$ cat src/rtl/mlp_layer_sequencer.sv
// Streams a multi-layer job (activations, then per-layer weight bytes) into mlp_top,
// drives its FIFO/start controls and returns layer-tagged accumulator results.
module mlp_layer_sequencer #(
  parameter int unsigned ROWS       = 2,
  parameter int unsigned ACTS       = 2,
  parameter int unsigned MAX_LAYERS = 4,
  parameter int unsigned TIMEOUT    = 1024
) (
  input  logic               clk,
  input  logic               rst,
  input  logic               cmd_start,
  input  logic [2:0]         cmd_num_layers,
  input  logic               cmd_abort,
  input  logic               act_valid,
  output logic               act_ready,
  input  logic [15:0]        act_data,
  input  logic               w_valid,
  output logic               w_ready,
  input  logic [7:0]         w_data,
  output logic               wf_push_col0,
  output logic               wf_push_col1,
  output logic [7:0]         wf_data,
  output logic               wf_reset,
  output logic               init_act_valid,
  output logic [15:0]        init_act_data,
  output logic               start_mlp,
  output logic               weights_ready,
  input  logic               mlp_layer_complete,
  input  logic               mlp_acc_valid,
  input  logic signed [31:0] mlp_acc0,
  input  logic signed [31:0] mlp_acc1,
  output logic               res_valid,
  output logic signed [31:0] res_acc0,
  output logic signed [31:0] res_acc1,
  output logic [2:0]         res_layer,
  output logic               busy,
  output logic               done,
  output logic               error
);

  localparam int unsigned WBYTES = 2 * ROWS;
  localparam int unsigned ACW    = $clog2(ACTS + 1);
  localparam int unsigned WCW    = $clog2(WBYTES + 1);
  localparam int unsigned WDW    = $clog2(TIMEOUT + 1);

  typedef enum logic [2:0] {IDLE, CLR, LOAD_ACT, LOAD_W, RUN, DONE} state_t;

  state_t         state;
  logic [ACW-1:0] act_cnt;
  logic [WCW-1:0] w_cnt;
  logic [WDW-1:0] wdog;
  logic [2:0]     num_layers;
  logic [2:0]     layer_idx;

  assign act_ready     = (state == LOAD_ACT);
  assign w_ready       = (state == LOAD_W);
  assign weights_ready = (state == RUN);
  assign busy          = (state != IDLE);

  always_ff @(posedge clk) begin
    if (rst) begin
      state          <= IDLE;
      act_cnt        <= '0;
      w_cnt          <= '0;
      wdog           <= '0;
      num_layers     <= '0;
      layer_idx      <= '0;
      wf_push_col0   <= 1'b0;
      wf_push_col1   <= 1'b0;
      wf_data        <= '0;
      wf_reset       <= 1'b0;
      init_act_valid <= 1'b0;
      init_act_data  <= '0;
      start_mlp      <= 1'b0;
      res_valid      <= 1'b0;
      res_acc0       <= '0;
      res_acc1       <= '0;
      res_layer      <= '0;
      done           <= 1'b0;
      error          <= 1'b0;
    end else begin
      wf_push_col0   <= 1'b0;
      wf_push_col1   <= 1'b0;
      wf_reset       <= 1'b0;
      init_act_valid <= 1'b0;
      start_mlp      <= 1'b0;
      res_valid      <= 1'b0;
      done           <= 1'b0;
      error          <= 1'b0;
      // Abort bypasses the state case so any handshake in this cycle is dropped.
      if (cmd_abort && state != IDLE) begin
        state    <= IDLE;
        wf_reset <= 1'b1;
      end else begin
        unique case (state)
          IDLE: begin
            if (cmd_start) begin
              if (cmd_num_layers != 3'd0 && 32'(cmd_num_layers) <= MAX_LAYERS) begin
                num_layers <= cmd_num_layers;
                layer_idx  <= '0;
                wf_reset   <= 1'b1;
                state      <= CLR;
              end else begin
                error <= 1'b1;
              end
            end
          end
          CLR: begin
            act_cnt <= '0;
            state   <= LOAD_ACT;
          end
          LOAD_ACT: begin
            if (act_valid) begin
              init_act_valid <= 1'b1;
              init_act_data  <= act_data;
              if (act_cnt == ACW'(ACTS - 1)) begin
                w_cnt <= '0;
                state <= LOAD_W;
              end else begin
                act_cnt <= act_cnt + ACW'(1);
              end
            end
          end
          LOAD_W: begin
            if (w_valid) begin
              wf_data <= w_data;
              if (w_cnt < WCW'(ROWS)) wf_push_col0 <= 1'b1;
              else                    wf_push_col1 <= 1'b1;
              if (w_cnt == WCW'(WBYTES - 1)) begin
                wdog      <= '0;
                start_mlp <= (layer_idx == '0);
                state     <= RUN;
              end else begin
                w_cnt <= w_cnt + WCW'(1);
              end
            end
          end
          RUN: begin
            if (mlp_acc_valid) begin
              res_valid <= 1'b1;
              res_acc0  <= mlp_acc0;
              res_acc1  <= mlp_acc1;
              res_layer <= layer_idx;
            end
            if (mlp_layer_complete) begin
              layer_idx <= layer_idx + 3'd1;
              w_cnt     <= '0;
              if (layer_idx + 3'd1 == num_layers) begin
                done  <= 1'b1;
                state <= DONE;
              end else begin
                state <= LOAD_W;
              end
            end else begin
              if (wdog != WDW'(TIMEOUT)) wdog <= wdog + WDW'(1);
              if (wdog == WDW'(TIMEOUT - 1)) begin
                error    <= 1'b1;
                wf_reset <= 1'b1;
                state    <= IDLE;
              end
            end
          end
          DONE: state <= IDLE;
          default: state <= IDLE;
        endcase
      end
    end
  end

endmodule
$ cat config.mk
export PLATFORM = sky130hd
export DESIGN_NAME = mlp_layer_sequencer
export DESIGN_NICKNAME = d
export VERILOG_FILES = /design/src/rtl/mlp_layer_sequencer.sv
export SDC_FILE = /design/constraint.sdc
export NUM_CORES = 1
export LEC_CHECK = 0
export ABC_CLOCK_PERIOD_IN_PS = 5340
export CAP_MARGIN = 10
export CELL_PAD_IN_SITES_DETAIL_PLACEMENT = 0
export CELL_PAD_IN_SITES_GLOBAL_PLACEMENT = 1
export CORE_ASPECT_RATIO = 0.75
export CORE_MARGIN = 1.5
export CORE_UTILIZATION = 47
export CTS_CLUSTER_SIZE = 16
export DETAILED_ROUTE_END_ITERATION = 10
export DONT_BUFFER_PORTS = 1
export GPL_ROUTABILITY_DRIVEN = 0
export MAX_ROUTING_LAYER = met4
export PLACE_DENSITY_LB_ADDON = 0.08
export SLEW_MARGIN = 20
export SYNTH_ARGS = -nofsm -noshare
export SYNTH_HDL_FRONTEND = slang
export SYNTH_SLANG_ARGS = --single-unit
$ cat constraint.sdc
create_clock -name clk -period 5.34 [get_ports clk]
set_input_delay 0.801 -clock clk [delete_from_list [all_inputs] [get_ports clk]]
set_output_delay 0.801 -clock clk [all_outputs]
set_load 0.02 [all_outputs]
* Word level (Yosys, flattened, before mapping) *
Index checks and enable logic that the tools add are counted.

storage, ports and cells
  flip-flop bits (word level) = 124
  input bits = 99
  logic and storage cells = 120

cells by class
  equality and inequality tests = 21
  add/sub/neg operators = 4
  reduce and logical (&&, ||, !) cells = 25
  bitwise logic cells = 7
  mux-type cells = 42
  $lt $le $gt $ge = 2

operators by type and width
  kind                                                    count
  2-to-1 mux 3 bit                                        17
  2-to-1 mux 11 bit                                       4
  case mux 11 bit (2 select lines)                        1
  case mux 3 bit (5 select lines)                         1
  != test 2 bit (second input constant)                   7
  AND reduction 7 bit                                     2
  2-to-1 mux 1 bit                                        12
  adder 11 x 1 -> 11 bit (second input constant)          1
  equality test 11 x 10 -> 1 bit (second input constant)  1
  != test 11 bit (second input constant)                  1
  equality test 3 x 2 -> 1 bit (second input constant)    3
  case mux 3 bit (3 select lines)                         1
  AND reduction 3 bit                                     3
  nonzero test 3 bit                                      3
  != test 2 x 1 -> 1 bit (second input constant)          4
  AND reduction 4 bit                                     2
  OR reduction 4 bit                                      2
  inverter 1 bit                                          7
  adder 3 x 1 -> 3 bit (second input constant)            2
  zero test 3 bit                                         2
  case mux 3 bit (2 select lines)                         1
  AND reduction 6 bit                                     1
  nonzero test 2 bit                                      3
  OR reduction 3 bit                                      2
  other kinds (15)                                        18

* Longest topological paths before layout *
Gate-level depths: netlist (run 1).

  depth after elaboration = 6
  mapped depth = 7

* Worst setup path after synthesis (run 1) *
No wires, ideal clock.

  path type = register to output
  start = register state[0]
  end = output port w_ready
  setup slack = 3289 ps
  cell stages (with the launch flop) = 5
  buffers on the path = 2
  data arrival time = 1250 ps
  cells stage by stage = dfxtp_1 > buf_2 > clkbuf_1 > nand2_1 > nor2_1

on the way
  word-level cells in the longest chain between the ends = 1

ends and longest elaborated chain
  what                          line  source
  from (decl)                   48    state_t state;
  from (signal assigned)        62    state <= IDLE;
  from (signal assigned)        92    state <= IDLE;
  from (signal assigned)        102   state <= CLR;
  equality test 3 x 2 -> 1 bit  56    assign w_ready = (state == LOAD_W);
  to (decl)                     18    output logic w_ready,

Every way passes these cells.

* Final worst setup path (run 1) *
Ends and elaborated chain as after synthesis.

==> results of run 1 <==
## stage by stage
step / instance area (um2) / utilization / power [W] / instances / setup slack [ns]
floorplan: 4960 / - / 0.00101 / 618 / 3.29
global placement: 4980 / 0.484 / 0.00100 / 715 / 3.13
detailed placement: 4980 / 0.484 / 0.00100 / 715 / 3.05
CTS: 5600 / 0.544 / 0.00218 / 747 / 2.70
global route: 5600 / 0.544 / 0.00224 / 747 / 2.55
finish: 5600 / 0.544 / 0.00216 / 747 / 2.69
## logic make-up after synthesis
family,after synthesis,share of synthesized area
and+or+nand+nor,286,0.263
xor gates and xnor gates,4,0.0101
buffers and inverters,50,0.0418
muxes,5,0.0101
adders and majority gates,7,0.0176
AOI/OAI and AO/OA,142,0.158
DFF,124,0.500
## worst register-to-register path, delay by kind of cell (launching register included)
family                 cells  cell delay, ns
and+or+nand+nor            2            0.99
DFF                        1            0.60
AOI/OAI and AO/OA          2            0.35
buffers and inverters      1            0.29
## registers in the layout (all words and copies together) (netlist names), 2 cells and up
register / flops
res_acc0: 32
res_acc1: 32
init_act_data: 16
wdog: 11
wf_data: 8
layer_idx: 3
num_layers: 3
res_layer: 3
state: 3
w_cnt: 3
act_cnt: 2
## power groups by stage
stage                logic, W  registers, W  clock network (W)
floorplan           0.0000509      0.000958                  0
CTS                 0.0000406      0.000943            0.00120
finish              0.0000405      0.000943            0.00117
detailed placement  0.0000404      0.000963                  0
global route        0.0000453      0.000944            0.00125
global placement    0.0000401      0.000963                  0
## cells in the final DEF, fill, tap and decap left out, drive strengths merged, types with 2 or more instances in the layout
cell / n
buf: 2
or3: 7
a31oi: 3
bufinv: 3
nor2: 17
o31ai: 2
nand2: 190
ha: 7
o21ai: 11
xor2: 2
or2: 2
a2bb2oi: 2
clkbuf: 19
nand2b: 8
nor4: 4
dfxtp: 124
nand3: 18
clkinv: 6
nand3b: 4
nor4b: 2
inv: 11
clkinvlp: 2
nand4b: 2
and3: 3
nor3: 4
a21oi: 110
nand4: 9
and2: 2
nor2b: 4
nor3b: 2
and4: 3
mux2i: 5
## cell type report
cell class              instances  area share
clock buffers                  19      0.0809
clock inverters                13      0.0293
inverters                       9     0.00603
multi-input cells             444       0.407
flip-flops and latches        124       0.443
well taps                     136      0.0304
repair buffers                  2     0.00268
## worst min-delay path by stage
stage | endpoint | slack [ns] | cells after the start | start
2_1_floorplan | wf_push_col0 | 0.44 | 1 | w_cnt[2]
3_3_place_gp | act_cnt[0] | 0.45 | 2 | act_cnt[0]
3_5_place_dp | wf_push_col0 | 0.46 | 1 | w_cnt[2]
4_1_cts | w_cnt[1] | 0.45 | 1 | rst
5_1_grt | init_act_data[8] | 0.45 | 1 | rst
6_report | init_act_data[0] | 0.47 | 1 | rst
## metal layers
metal | up-vias | routed length [um] | track usage
met5 | - | 0 | -
met4 | 0 | 152 | 0.0843
met3 | 13 | 1030 | 0.0728
met2 | 162 | 5430 | 0.321
met1 | 1874 | 5210 | 0.280
li1 | 2061 | - | -
==> impl_results.md, run 1 <==
- Result of the run: finished clean
- Headroom to the max-slew limit: 0.391
- Gate Count Post-Synth: 618
- Tightest Pin Transition: 0.909 ns
- Synth Flop Type: dfxtp_1
- Final setup violating endpoints: 0
- Number of buffers inserted during clock tree synthesis: 17
- Number of cells on the critical path: 2
- PortBufs: 0
- CTS tree: built
- Post-synth EDFFs: 0
- Number of global-route vias before repair: 3,764
- Post-CTS setup buffer count: 0
- Critical path capture point type: primary output
- Largest cells by area after synthesis: dfxtp_1 50%, nand2_1 14%, a21oi_1 11%
- Mapped cell area: 4960 um2
- Most instantiated cells after synthesis: 190 x nand2_1, 124 x dfxtp_1, 110 x a21oi_1, 31 x clkbuf_1, 18 x nand3_1
- CP peak stage delay: 0.72 ns
- Syn Area/Cell: 8.03 um2
- RSZ-0062 raised after global routing: no
- Initial DRC count: 212
- Period minus WS final: 2.65 ns
- TritonRoute pass-1 iters: 4
- Max H-tree Level: 4
- Pwr per Cell Area: 385 nW/um2
- Worst Reg2Reg Path Length in Cells: 5
- Initial cell density of the core: 0.482
- Chip width: 122 um
- Switching power: 0.000447 W
- Final hold violations: 0
- Pin count of the biggest net entering global routing: 116
- FF+latch count, synth: 124
- Avg WL per Cell: 15.8 um
- Yosys top cell area share: 0.500
- Critical path data arrival time: 1.85 ns
- Clock share of power: 0.544
- Overall global routing resource usage: 0.219
- Post-detailed-route count of antenna-violating nets: 0
- Clock slew at reported path FFs: 0.05 ns
- Leakage dissipation: 1.89 nW
- Worst Hold Class: primary input to flip-flop
- Maximum ir drop on the vdd rail: 0.259 mV
- Fmax: 377 MHz
- Sequential-to-total area share from yosys stat: 0.500
- P&R area growth vs syn: 12.8%
- Startpoint type of the worst setup path: flip-flop
- Sequential cell area in the final layout: 2480 um2
- Data required time at the worst endpoint: 4.54 ns
- Unique masters post-synth: 54
- Most frequent cell after synthesis: nand2_1
- Cell type with the highest aggregate area in the netlist: dfxtp_1
- Longest Clk Path Bufs: 2
- Combined area of the multi-input logic cells: 2280 um2
- Largest fanout on the critical path: 20
- Worst-Skew Late Latency: 0.40 ns
- Hold slack: 0.470 ns
- Final clock period utilization by the worst path: 0.497
- Estimated wirelength of the detail-placed design: 8040 um
- Switching portion of total power: 0.207
- Number of nets produced by synthesis: 724
- Cell breakdown of the critical path: nand2_1, nor2_1
- Termination of the worst setup path: w_ready
- Overall die height: 92.0 um
- Worst reg2reg endpoint: wdog[7]
- Initial antenna violation count: 0
- Remaining Overflow, GRT: 0
- Core area: 10,300 um2
- # rows: 32
- Total die area: 11,200 um2
- Setup Total Neg Slack: 0 ns
- Reg-to-reg critical path startpoint: state[2]
- Number of warnings reported in the yosys synthesis log: 0
- Total wirelength of the detailed-routed design: 11,800 um
- Master cell of the clock root buffer: clkbuf_16
- Remaining design rule violation count: 0
- Worst Path Buf+Inv: 0
- # resized after CTS: 0
- Share of post-route cells with drive strength above 1: 0.0687
- Worst path slowest cell: dfxtp_1
- MaxCap Viol Count: 0
- Final net count: 704
- Internal power: 0.00171 W
- Ys async rst share: 0
- Via-to-Cell Ratio: 5.50
- Max Slew Vio Count: 0
- Launch point of the critical path: state[0]
- Relative contribution of sequential cells to total power: 0.438
- Hold bufs inserted after CTS: 0
- Wire length of the first global-routing pass: 18,800 um
- Combinational power share: 0.019
- Detailed-route via count: 4,110
- Worst path top cell family by delay: simple AND/OR/NAND/NOR gates
- Clock sink count: 124
- Maximum clock skew at final layout: 0.00836 ns
- Top Ports: 202
- Crit path kind: flip-flop to primary output
- Antenna diode count: 0
- Register-to-register setup slack: 3.04 ns
- Layout filler cell count: 997
(Power assumes the default switching activity.)
==> run 2, diff against run 1 <==
--- a/config.mk
+++ b/config.mk
@@ -5,13 +5,13 @@
 export SDC_FILE = /design/constraint.sdc
 export NUM_CORES = 1
 export LEC_CHECK = 0
-export ABC_CLOCK_PERIOD_IN_PS = 5340
+export ABC_CLOCK_PERIOD_IN_PS = 2600
 export CAP_MARGIN = 10
 export CELL_PAD_IN_SITES_DETAIL_PLACEMENT = 0
 export CELL_PAD_IN_SITES_GLOBAL_PLACEMENT = 1
 export CORE_ASPECT_RATIO = 0.75
 export CORE_MARGIN = 1.5
-export CORE_UTILIZATION = 47
+export CORE_UTILIZATION = 44
 export CTS_CLUSTER_SIZE = 16
 export DETAILED_ROUTE_END_ITERATION = 10
 export DONT_BUFFER_PORTS = 1
==> constraint.sdc (replaced) <==
create_clock -name clk -period 2.6 [get_ports clk]
set_input_delay 0.39 -clock clk [delete_from_list [all_inputs] [get_ports clk]]
set_output_delay 0.39 -clock clk [all_outputs]
set_load 0.02 [all_outputs]
==> impl_results.md, run 2 (same netlist as run 1, synthesis figures left out) <==
- Result of the run: finished clean
- Placed Instances: 724 (+1.3%)
- Number of global-route vias before repair: 3,673 (-2.4%)
- Register-to-register setup slack: 0.32 ns (-2.72 ns)
- # rows: 33 (+3.1%)
- Data required time at the worst endpoint: 2.89 ns (-1.65 ns)
- Maximum clock skew at final layout: 0.00963 ns (+0.00128 ns)
- Detailed-route via count: 4,155 (+1.1%)
- Period minus WS final: 2.28 ns
- Met1 demand-to-capacity share in global routing: 0.268 (-0.0123)
- RSZ-0062 raised after global routing: no
- Standard cell area after detailed placement: 5040 um2 (+1.1%)
- Estimated wirelength of the detail-placed design: 8230 um (+2.4%)
- Remaining Overflow, GRT: 0 (unchanged)
- Clock slew at reported path FFs: 0.06 ns (about the same)
- PortBufs: 0 (unchanged)
- Hold bufs inserted after CTS: 0 (unchanged)
- GRT met3 Usage: 0.0697 (-0.00307)
- Initial antenna violation count: 0 (unchanged)
- Core area: 10,900 um2 (+6.3%)
- Pin count of the biggest net entering global routing: 116 (unchanged)
- Max H-tree Level: 4 (unchanged)
- Worst Reg2Reg Path Length in Cells: 7 (+2)
- Initial cell density of the core: 0.454 (-0.0287)
- Final setup violating endpoints: 0 (unchanged)
- Chip width: 126 um (+3.3%)
- Post-CTS setup buffer count: 0 (unchanged)
- Antenna diode count: 0 (unchanged)
- Clock sink count: 124 (unchanged)
- Critical path data arrival time: 2.57 ns (+0.72 ns)
- Post-detailed-route count of antenna-violating nets: 0 (unchanged)
- Final core utilization: 0.518 (-0.0260)
- Biggest registers after layout: res_acc0 x32, res_acc1 x32, init_act_data x16
- Most utilized layer in the global route result: met2
- Worst Hold Class: primary input to flip-flop
- Initial DRC count: 254 (+20%)
- Setup Total Neg Slack: 0 ns (unchanged)
- Worst-Skew Late Latency: 0.41 ns (about the same)
- Leakage dissipation: 1.91 nW (+1.2%)
- Total die area: 11,900 um2 (+6.6%)
- Master cell of the clock root buffer: clkbuf_16
- Max Slew Vio Count: 0 (unchanged)
- Worst reg2reg endpoint: res_acc0[28]
- Top Ports: 202 (unchanged)
- Overall global routing resource usage: 0.206 (-0.0128)
- Maximum ir drop on the vdd rail: 0.411 mV (+59%)
- Top library cells by usage in the layout, fill and taps aside: 190 x nand2_1, 124 x dfxtp_1, 110 x a21oi_1
- Critical path capture point type: flip-flop
- Layout filler cell count: 1,023 (+2.6%)
- Longest Clk Path Bufs: 2 (unchanged)
- Startpoint type of the worst setup path: flip-flop
- End of the worst hold path: init_act_data[0]
- Number of buffers inserted during clock tree synthesis: 17 (unchanged)
- Final hold violations: 0 (unchanged)
- Overall die height: 95.0 um (+3.2%)
- Final net count: 709 (+0.71%)
- CTS tree: built
- Combined area of the multi-input logic cells: 2280 um2 (unchanged)
- Via-to-Cell Ratio: 5.50 (-0.11%)
- GR Layer Usage met2: 0.295 (-0.0258)
- Fmax: 438 MHz
- Crit path kind: flip-flop to flip-flop
- Min-Delay Path Depth: 1 (unchanged)
- P&R area growth vs syn: 14.2%
- Final clock period utilization by the worst path: 0.877
- TritonRoute pass-1 iters: 5 (+1)
- # resized after CTS: 0 (unchanged)
- Remaining design rule violation count: 0 (unchanged)
- Tightest Pin Transition: 0.806 ns (-0.103 ns)
- Reg-to-reg critical path startpoint: state[2]
- Largest fanout on the critical path: 68 (+240%)
- Min-delay src: rst
- Sequential cell area in the final layout: 2480 um2 (unchanged)
- Total wirelength of the detailed-routed design: 12,300 um (+4.3%)
- Share of post-route cells with drive strength above 1: 0.0747 (+0.00594)
- Wire length of the first global-routing pass: 19,100 um (+1.5%)
- Total power: 0.00453 W (+110%)
- Headroom to the max-slew limit: 0.460 (+0.0692)
- MaxCap Viol Count: 0 (unchanged)
- Pwr per Cell Area: 799 nW/um2 (+110%)
- Fin area: 5670 um2 (+1.3%)
- Leading cell type in the layout, fill and taps excluded: nand2_1
- Non-Filler Instances: 756 (+1.2%)
- Avg WL per Cell: 16.3 um (+3.0%)
==> run 2: cell count changes in the layout (fill, tap and decap cells not counted), sizes merged <==
cell	previous run	this run
bufinv	3	4
buf	2	7
clkinvlp	2	5
clkinv	6	2
==> run 2: how the worst max path moves through the flow <==
stage          startpoint      endpoint  depth (start not counted)
2_1_floorplan    w_cnt[1]       wdog[7]                          7
3_3_place_gp     state[2]  res_acc0[28]                          7
3_5_place_dp     state[2]  res_acc0[26]                          7
4_1_cts          state[2]  res_acc1[22]                          7
5_1_grt          state[2]  res_acc1[13]                          7
6_report         state[2]  res_acc0[28]                          7
==> run 2: area by class of cell <==
class | instances | area share
multi-input cells | 444 | 0.402
repair buffers | 7 | 0.0115
clock inverters | 13 | 0.0333
inverters | 9 | 0.00596
well taps | 140 | 0.0309
clock buffers | 19 | 0.0781
flip-flops and latches | 124 | 0.438
==> run 2: power breakdown <==
| part | leakage (nW) | internal, W | switching [W] |
|---|---|---|---|
| combinational | 0.619 | 0.0000393 | 0.0000581 |
| sequential | 0.999 | 0.00191 | 0.0000167 |
| clock | 0.292 | 0.00163 | 0.000867 |
| total | 1.91 | 0.00359 | 0.000942 |
==> run 2: through the flow <==
stage               setup slack [ns]  hold WS [ns]
finish                         0.319        0.0533
CTS                            0.331        0.0312
detailed placement             0.361         0.465
floorplan                      0.811         0.441
global placement               0.446         0.447
global route                   0.133        0.0426
==> run 2: routing by layer <==
| layer | part of all wire | vias up | routed length [um] |
|---|---|---|---|
| met3 | 0.086 | 16 | 1070 |
| met5 | 0 | - | 0 |
| li1 | - | 2073 | - |
| met2 | 0.45 | 146 | 5550 |
| met1 | 0.45 | 1920 | 5530 |
| met4 | 0.014 | 0 | 174 |
==> run 2: critical path: stages (launching register included) <==
cell	delay, ns
dfxtp_1	0.62
or3b_4	0.49
inv_2	0.13
buf_4	0.21
nand3b_1	0.10
buf_4	0.33
nand2_1	0.15
a21oi_1	0.07
==> run 3, diff against run 2 <==
--- a/config.mk
+++ b/config.mk
@@ -17,7 +17,7 @@
 export DONT_BUFFER_PORTS = 1
 export GPL_ROUTABILITY_DRIVEN = 0
 export MAX_ROUTING_LAYER = met4
-export PLACE_DENSITY_LB_ADDON = 0.08
+export PLACE_DENSITY = 0.8
 export SLEW_MARGIN = 20
 export SYNTH_ARGS = -nofsm -noshare
 export SYNTH_HDL_FRONTEND = slang
==> impl_results.md, run 3 (same netlist as run 1, synthesis figures left out) <==
- Worst reg2reg endpoint: wdog[7]
- Hold bufs inserted after CTS: 0 (unchanged)
- Final core utilization: 0.517 (-0.00114)
- Longest Clk Path Bufs: 2 (unchanged)
- Reg-to-reg critical path startpoint: state[2]
- Detailed-route via count: 4,225 (+1.7%)
- Combined area of the multi-input logic cells: 2280 um2 (unchanged)
- Data required time at the worst endpoint: 2.21 ns (-0.68 ns)
- Post-CTS setup buffer count: 0 (unchanged)
- Tightest Pin Transition: 0.746 ns (-0.0600 ns)
- Overall die height: 95.0 um (unchanged)
- Number of buffers inserted during clock tree synthesis: 17 (unchanged)
- Critical path data arrival time: 1.86 ns (-0.71 ns)
- Fmax: 444 MHz (+1.4%)
- CTS tree: built
- Top library cells by usage in the layout, fill and taps aside: 190 x nand2_1, 124 x dfxtp_1, 110 x a21oi_1
- Layout filler cell count: 1,041 (+1.8%)
- RSZ-0062 raised after global routing: no
- MaxCap Viol Count: 0 (unchanged)
- Final net count: 708 (-0.14%)
- Overall global routing resource usage: 0.203 (-0.00327)
- Register-to-register setup slack: 0.46 ns (+0.14 ns)
- Avg WL per Cell: 16.2 um (-0.87%)
- GR Layer Usage met2: 0.298 (+0.00272)
- Min-Delay Path Depth: 1 (unchanged)
- Via-to-Cell Ratio: 5.60 (+1.8%)
- Antenna diode count: 0 (unchanged)
- Setup Total Neg Slack: 0 ns (unchanged)
- Chip width: 126 um (unchanged)
- Pwr per Cell Area: 798 nW/um2 (-0.15%)
- Final hold violations: 0 (unchanged)
- Initial DRC count: 216 (-15%)
- Estimated wirelength of the detail-placed design: 8160 um (-0.84%)
- Top Ports: 202 (unchanged)
- Total die area: 11,900 um2 (unchanged)
- Biggest registers after layout: res_acc0 x32, res_acc1 x32, init_act_data x16
- Maximum clock skew at final layout: 0.00987 ns (+0.000232 ns)
- Wire length of the first global-routing pass: 18,700 um (-2.1%)
- Share of post-route cells with drive strength above 1: 0.0715 (-0.00313)
- Initial antenna violation count: 0 (unchanged)
- Number of global-route vias before repair: 3,800 (+3.5%)
- P&R area growth vs syn: 13.9%
- Total wirelength of the detailed-routed design: 12,200 um (-1.0%)
- # rows: 33 (unchanged)
- Met1 demand-to-capacity share in global routing: 0.250 (-0.0173)
- Remaining Overflow, GRT: 0 (unchanged)
- Worst-Skew Late Latency: 0.42 ns (about the same)
- Leakage dissipation: 1.91 nW (about the same)
- # resized after CTS: 0 (unchanged)
- Critical path capture point type: primary output
- Max H-tree Level: 4 (unchanged)
- TritonRoute pass-1 iters: 4 (-1)
- Master cell of the clock root buffer: clkbuf_16
- Min-delay src: rst
- Pin count of the biggest net entering global routing: 116 (unchanged)
- Maximum ir drop on the vdd rail: 0.427 mV (+3.9%)
- Remaining design rule violation count: 0 (unchanged)
- Leading cell type in the layout, fill and taps excluded: nand2_1
- Worst Hold Class: primary input to flip-flop
- Max Slew Vio Count: 0 (unchanged)
- Core area: 10,900 um2 (unchanged)
- Sequential cell area in the final layout: 2480 um2 (unchanged)
- Initial cell density of the core: 0.454 (unchanged)
- Crit path kind: flip-flop to primary output
- Final clock period utilization by the worst path: 0.865 (-0.0119)
- Period minus WS final: 2.25 ns (-0.0310 ns)
- Clock sink count: 124 (unchanged)
- End of the worst hold path: wf_data[7]
- Worst Reg2Reg Path Length in Cells: 5 (-2)
- Startpoint type of the worst setup path: flip-flop
- Result of the run: finished clean
- Headroom to the max-slew limit: 0.501 (+0.0401)
- Clock slew at reported path FFs: 0.05 ns (about the same)
- Post-detailed-route count of antenna-violating nets: 0 (unchanged)
- Most utilized layer in the global route result: met2
- Largest fanout on the critical path: 15 (-78%)
- Final setup violating endpoints: 0 (unchanged)
- PortBufs: 0 (unchanged)
- GRT met3 Usage: 0.0691 (-0.000567)
[run 3: cell types whose count changed in the layout (fill, tap and decap cells not counted)]
cell        before  now
clkinvlp_4       5    3
clkbuf_1         1    2
inv_6            2    0
clkbuf_8         1    2
clkinv_2         1    3
buf_4            6    5
[run 3: worst max-delay path: stages (launching register included)]
cell	delay, ns
dfxtp_1	0.60
or3b_4	0.49
inv_2	0.16
buf_4	0.20
[run 3: worst max-delay path by stage]
stage                        start             to  slack (ns)  depth (start not counted)
final                     state[2]  weights_ready        0.35                          3
after global routing      state[2]  weights_ready        0.26                          3
after CTS                 state[2]  weights_ready        0.34                          3
after detailed placement  state[2]        wdog[7]        0.50                          5
after global placement    state[2]        wdog[7]        0.58                          5
after floorplan           w_cnt[1]        wdog[7]        0.81                          7
[run 3: per-stage QoR]
stage	worst slack [ns]	total power [W]	hold WS (ns)	cell area (um2)	cells
after floorplan	0.811	0.00207	0.441	4960	618
after global placement	0.577	0.00206	0.447	5030	723
after detailed placement	0.504	0.00206	0.464	5030	723
after CTS	0.338	0.00456	0.0353	5660	755
after global routing	0.258	0.00466	0.0348	5660	755
final	0.350	0.00451	0.0492	5660	755
[run 3: power breakdown]
group          switching, W  leakage [nW]  internal (W)
logic             0.0000540         0.614     0.0000377
clock network      0.000837         0.299       0.00165
registers         0.0000202         0.999       0.00191
[run 3: cell type report]
type	count	area share
sequential	124	0.439
tap	140	0.0310
clock buffer	21	0.0814
clock inverter	11	0.0294
timing repair buffer	6	0.0102
inverter	9	0.00597
multi-input combinational	444	0.403
[run 3: routing by layer]
layer	part of all wire	routed length, um	vias to the layer above
met5	0	0	-
met4	0.019	231	0
met3	0.086	1050	20
met2	0.45	5520	180
met1	0.44	5400	1965
li1	-	-	2060
